$ cat src/rtl/clock_pkg.sv
// ---------------------------------------------------------------------------
// clock_pkg
// Shared definitions for the MM:SS clock mode controller:
//   - mode_e      : controller state encoding (also the MODE output value)
//   - BLANK_*     : bit positions of each digit within the 4-bit blank vector
//   - blank_mask  : maps a mode and blink phase to the per-digit blank vector
// ---------------------------------------------------------------------------
package clock_pkg;

  typedef enum logic [1:0] {
    MODE_RUN     = 2'd0,
    MODE_SET_MIN = 2'd1,
    MODE_SET_SEC = 2'd2,
    MODE_ILLEGAL = 2'd3
  } mode_e;

  // Digit positions in BLANK (HEX0 .. HEX3)
  localparam int BLANK_SEC_U = 0;
  localparam int BLANK_SEC_T = 1;
  localparam int BLANK_MIN_U = 2;
  localparam int BLANK_MIN_T = 3;

  // Blank the digit pair being set while the blink phase is high.
  function automatic logic [3:0] blank_mask(input mode_e mode, input logic bph);
    logic [3:0] mask;
    mask = 4'b0000;
    case (mode)
      MODE_SET_MIN: begin
        mask[BLANK_MIN_U] = bph;
        mask[BLANK_MIN_T] = bph;
      end
      MODE_SET_SEC: begin
        mask[BLANK_SEC_U] = bph;
        mask[BLANK_SEC_T] = bph;
      end
      default: mask = 4'b0000;
    endcase
    return mask;
  endfunction

endpackage

$ cat src/rtl/clock_idle_timer.sv
// ---------------------------------------------------------------------------
// clock_idle_timer
// Counts 1 Hz ticks while a set mode is active and flags when TIMEOUT_S
// seconds pass without a key.
//   i_clk     system clock
//   i_rst_n   asynchronous active-low reset
//   i_tick    one-cycle 1 Hz enable
//   i_clear   any key pulse this cycle; restarts the count
//   i_active  high while in a set mode; count held at 0 otherwise
//   o_expire  one-cycle pulse, in the same cycle as the tick that reaches
//             TIMEOUT_S, so the controller can leave on the following edge
// ---------------------------------------------------------------------------
module clock_idle_timer
  import clock_pkg::*;
#(
  parameter int TIMEOUT_S = 10
) (
  input  logic i_clk,
  input  logic i_rst_n,
  input  logic i_tick,
  input  logic i_clear,
  input  logic i_active,
  output logic o_expire
);

  localparam int CW = $clog2(TIMEOUT_S + 1);
  localparam logic [CW-1:0] LAST = CW'(TIMEOUT_S - 1);

  logic [CW-1:0] r_cnt;
  logic          w_expire;

  // A key in the same cycle as the final tick restarts the count instead of expiring.
  assign w_expire = i_active & i_tick & ~i_clear & (r_cnt == LAST);
  assign o_expire = w_expire;

  // Idle second counter.
  always_ff @(posedge i_clk or negedge i_rst_n) begin
    if (!i_rst_n) begin
      r_cnt <= '0;
    end else if (!i_active || i_clear || w_expire) begin
      r_cnt <= '0;
    end else if (i_tick) begin
      r_cnt <= r_cnt + CW'(1);
    end else begin
      r_cnt <= r_cnt;
    end
  end

endmodule

$ cat src/rtl/clock_mode_ctrl.sv
// ---------------------------------------------------------------------------
// clock_mode_ctrl
// Run / set-minutes / set-seconds sequencer for the MM:SS clock.
//   i_clk     system clock
//   i_rst_n   asynchronous active-low reset
//   i_modep   mode key pulse  (RUN -> SET_MIN -> SET_SEC -> RUN)
//   i_upp     up key pulse    (increments the digit pair being set)
//   i_clrp    clear key pulse (clears both counters in any mode)
//   i_en1hz   1 Hz enable pulse
//   o_secen   seconds count enable (RUN only)
//   o_secup   seconds increment pulse (SET_SEC)
//   o_minup   minutes increment pulse (SET_MIN)
//   o_clro    clear pulse to both counters
//   o_blank   per-digit blank, bit 0 = HEX0 .. bit 3 = HEX3, 1 = off
//   o_mode    current mode (0 RUN, 1 SET_MIN, 2 SET_SEC)
// All outputs are registered; every decision uses the pre-edge state.
// ---------------------------------------------------------------------------
module clock_mode_ctrl
  import clock_pkg::*;
#(
  parameter int TIMEOUT_S = 10
) (
  input  logic       i_clk,
  input  logic       i_rst_n,
  input  logic       i_modep,
  input  logic       i_upp,
  input  logic       i_clrp,
  input  logic       i_en1hz,
  output logic       o_secen,
  output logic       o_secup,
  output logic       o_minup,
  output logic       o_clro,
  output logic [3:0] o_blank,
  output logic [1:0] o_mode
);

  mode_e      r_mode;
  logic       r_bph;
  logic       r_secen;
  logic       r_secup;
  logic       r_minup;
  logic       r_clro;
  logic [3:0] r_blank;

  mode_e      w_mode_nxt;
  logic       w_bph_nxt;
  logic       w_set_active;
  logic       w_key;
  logic       w_expire;

  assign w_set_active = (r_mode == MODE_SET_MIN) || (r_mode == MODE_SET_SEC);
  assign w_key        = i_modep | i_upp | i_clrp;

  clock_idle_timer #(
    .TIMEOUT_S (TIMEOUT_S)
  ) u_idle_timer (
    .i_clk    (i_clk),
    .i_rst_n  (i_rst_n),
    .i_tick   (i_en1hz),
    .i_clear  (w_key),
    .i_active (w_set_active),
    .o_expire (w_expire)
  );

  // Next mode: MODEP outranks timeout; the unused encoding falls back to RUN.
  always_comb begin
    w_mode_nxt = r_mode;
    if (i_modep) begin
      case (r_mode)
        MODE_RUN:     w_mode_nxt = MODE_SET_MIN;
        MODE_SET_MIN: w_mode_nxt = MODE_SET_SEC;
        MODE_SET_SEC: w_mode_nxt = MODE_RUN;
        default:      w_mode_nxt = MODE_RUN;
      endcase
    end else if (r_mode == MODE_ILLEGAL) begin
      w_mode_nxt = MODE_RUN;
    end else if (w_expire) begin
      w_mode_nxt = MODE_RUN;
    end else begin
      w_mode_nxt = r_mode;
    end
  end

  // Next blink phase: restarts dark-off on any mode change and on UPP so a
  // freshly incremented value is visible immediately.
  always_comb begin
    w_bph_nxt = 1'b0;
    if (w_set_active && (w_mode_nxt == r_mode)) begin
      if (i_upp) begin
        w_bph_nxt = 1'b0;
      end else if (i_en1hz) begin
        w_bph_nxt = ~r_bph;
      end else begin
        w_bph_nxt = r_bph;
      end
    end else begin
      w_bph_nxt = 1'b0;
    end
  end

  // Mode FSM, blink phase and registered outputs.
  always_ff @(posedge i_clk or negedge i_rst_n) begin
    if (!i_rst_n) begin
      r_mode  <= MODE_RUN;
      r_bph   <= 1'b0;
      r_secen <= 1'b0;
      r_secup <= 1'b0;
      r_minup <= 1'b0;
      r_clro  <= 1'b0;
      r_blank <= 4'b0000;
    end else begin
      r_mode  <= w_mode_nxt;
      r_bph   <= w_bph_nxt;
      r_secen <= i_en1hz & (r_mode == MODE_RUN);
      // A simultaneous MODEP swallows the increment.
      r_secup <= i_upp & ~i_modep & (r_mode == MODE_SET_SEC);
      r_minup <= i_upp & ~i_modep & (r_mode == MODE_SET_MIN);
      r_clro  <= i_clrp;
      r_blank <= blank_mask(w_mode_nxt, w_bph_nxt);
    end
  end

  assign o_mode  = r_mode;
  assign o_secen = r_secen;
  assign o_secup = r_secup;
  assign o_minup = r_minup;
  assign o_clro  = r_clro;
  assign o_blank = r_blank;

endmodule

$ cat config.mk
export PLATFORM = sky130hd
export DESIGN_NAME = clock_mode_ctrl
export DESIGN_NICKNAME = d
export VERILOG_FILES = /design/src/rtl/clock_pkg.sv /design/src/rtl/clock_idle_timer.sv /design/src/rtl/clock_mode_ctrl.sv
export SDC_FILE = /design/constraint.sdc
export NUM_CORES = 1
export LEC_CHECK = 0
export ABC_CLOCK_PERIOD_IN_PS = 2700
export CORE_AREA = 2 2 39 41
export CTS_BUF_LIST = sky130_fd_sc_hd__clkbuf_8
export DETAILED_ROUTE_END_ITERATION = 7
export DIE_AREA = 0 0 41 43
export PLACE_DENSITY = 0.81
export SLEW_MARGIN = 20
export SYNTH_ARGS = -nofsm -noshare
export SYNTH_HDL_FRONTEND = slang
export SYNTH_SLANG_ARGS = --single-unit
$ cat constraint.sdc
create_clock -name i_clk -period 2.7 [get_ports i_clk]
set_input_delay 0.54 -clock i_clk [delete_from_list [all_inputs] [get_ports i_clk]]
set_output_delay 0.54 -clock i_clk [all_outputs]
set_load 0.01 [all_outputs]
==> flow_summary.json <==
{
  "cts-hold-fix-buffers": 0,
  "wl_per_cell_um": 13.3,
  "reg2regPathDepth": 5,
  "holdWs_ns": 0.550,
  "fin_setup_tns_ns": 0,
  "synth_edf_count": 0,
  "vdd_ir_drop_max_mv": 0.355,
  "routed_via_density": 5.28,
  "synth_compound_area_share_pct": 10.8,
  "slowest_delay_ns": 0.46,
  "cts_buffer_depth": 2,
  "synth_ff_type": "dfrtp_1",
  "clock_sinks": 13,
  "portBuffers": 15,
  "first_pass_iters": 4,
  "period_needed_ns": 1.98,
  "arrival_ns": 2.14,
  "ant_nets": 0,
  "synth_seq_cells": 13,
  "start_util_pct": 49.5,
  "netlist_instances": 61,
  "synthXorXnorAreaFrac_pct": 5.11,
  "cts_root_buf": "clkbuf_8",
  "fin_crit_sh_pct": 73.2,
  "startpoint_type": "flip-flop",
  "grt_max_degree": 14,
  "power_density_nw_per_um2": 799,
  "cts_resized": 0,
  "placed_area_um2": 830,
  "syn-cell-area_um2": 686,
  "relSlewSlack_pct": 61.9,
  "die_w_um": 41,
  "hold_viol_final": 0,
  "worst_pin_slew_ns": 0.570,
  "cp_num_cells": 5,
  "synth_top_family_by_area": "simple AND/OR/NAND/NOR gates",
  "crit_path_max_fanout": 7,
  "cp.required_ns": 2.87,
  "path_clk_slew_ns": 0.06,
  "insertion_delay_ns": 0.25,
  "grt_pass1_wl_um": 2250,
  "crit_buf_inv": 1,
  "clock_skew_ns": 0.00379,
  "numCtsBuffers": 3,
  "synth_fa_ha_area_share_pct": 12.8,
  "path_class": "flip-flop to flip-flop",
  "maxCapViolations": 0,
  "antenna_found_initial": 0,
  "hold_depth": 2,
  "drive_gt1_share_pct": 7.79,
  "endpoint_kind": "flip-flop",
  "h-tree-depth": 1,
  "synth.avg_cell_area_um2": 11.2,
  "num_io_pins": 16,
  "path_delay_family": "simple AND/OR/NAND/NOR gates",
  "r2r_slack_ns": 0.72,
  "final_common_cell": "clkdlybuf4s50_1",
  "cts_tree": "built",
  "path_common_cell": "or3b_4",
  "fmax_mhz": 506,
  "die_height_um": 43,
  "status": "finished clean",
  "vias": 491,
  "seq_area_frac_synth_pct": 47.4,
  "p_total_uw": 699,
  "slowest_stage": "dfrtp_1",
  "final_cell_mix": "15 x clkdlybuf4s50_1, 13 x dfrtp_1, 7 x nand2_1, 7 x ha_1, 5 x nor2_1",
  "place_congestion": 0.825,
  "grt_setup_unrepaired": "no",
  "ys_types": 23,
  "setup_viol_count_final": 0,
  "worstPathCellList": "inv_1 > ha_1 > or3b_4 > or3b_4 > a211oi_2",
  "track_usage_pct": 19.5,
  "die-area_um2": 1760,
  "drv_slew": 0,
  "final_nets": 91,
  "leakagePower_nw": 0.405,
  "hp-class": "flip-flop to flip-flop",
  "post_cts_buffers": 0,
  "async_reset_ff_share_pct": 100,
  "synth_warnings": 0,
  "drc": 0,
  "synthMuxAreaShare_pct": 0,
  "row_count": 14,
  "wl_um": 1240,
  "detailedRoute.firstIterationViolations": 6,
  "overflow": 0,
  "core_area_um2": 1380,
  "grt_pass1_vias": 529,
  "design_area_um2": 875,
  "hpwl_um": 970,
  "synth_fp_nets": 74,
  "antenna_cells": 0,
  "synthSimpleGateAreaFrac_pct": 18.4,
  "areaGrowthSynthToFinish_pct": 27.6
}
area by class of cell:
class                      instances  area [um^2]
clock buffer                       3         41.3
clock inverter                     1         3.75
inverter                           3         11.3
tap                               16         20.0
fill                             118          509
timing repair buffer              15          150
multi-input combinational         42          323
sequential                        13          325
cells by family (layout without fill, tap and decap cells):
group | count (synthesis) | count (layout)
AO/OA/AOI/OAI | 9 | 9
XOR/XNOR | 4 | 4
adder cells (fa/ha/maj) | 7 | 7
buffers and inverters | 6 | 22
flip-flops | 13 | 13
AND/OR/NAND/NOR | 22 | 22
synthesized netlist by cell type (all sizes together), types with 3 or more instances:
master   n  area (um^2)
dfrtp   13          325
ha       7         87.6
nand2    7         26.3
nor2     5         18.8
buf      3         26.3
inv      3         11.3
xor2     3         26.3
worst paths after layout:
kind                                        from                     to
max in group asynchronous                i_rst_n              o_mode[1]
max                                    o_mode[1]  u_idle_timer.r_cnt[1]
min reg2reg                u_idle_timer.r_cnt[3]  u_idle_timer.r_cnt[3]
min in group asynchronous                i_rst_n                 o_clro
max reg2reg                            o_mode[1]  u_idle_timer.r_cnt[1]
min                        u_idle_timer.r_cnt[3]  u_idle_timer.r_cnt[3]
routing by layer:
layer / part of all wire [%] / GRT usage [%] / up-vias
li1: - / - / 239
met5: 0 / 0 / -
met3: 6.5 / 7.33 / 6
met1: 41 / 21.8 / 227
met2: 49 / 29.1 / 19
met4: 2.7 / 13.3 / 0
state kept, by name (all words and copies together), names as in the netlist:
signal	flops
o_secup	1
o_mode	2
o_clro	1
o_blank	2
u_idle_timer.r_cnt	4
r_bph	1
o_minup	1
o_secen	1
metrics by stage:
stage,instances,util (%),setup WS (ns)
finish,93,63.2,0.723
global placement,89,59.9,0.649
detailed placement,89,59.9,0.600
global route,93,63.2,0.609
CTS,93,63.2,0.726
floorplan,61,-,0.800
worst register-to-register path, stage by stage (launching register included):
cell      delay [ns]
dfrtp_1         0.46
inv_1           0.14
ha_1            0.31
or3b_4          0.40
or3b_4          0.41
a211oi_2        0.19
where the power goes:
group,leakage (nW),switching (mW),internal (mW)
logic,0.203,0.130,0.132
clock network,0.0269,0.0742,0.101
registers,0.175,0.0339,0.227
total,0.405,0.238,0.460
(Power assumes the default switching activity.)
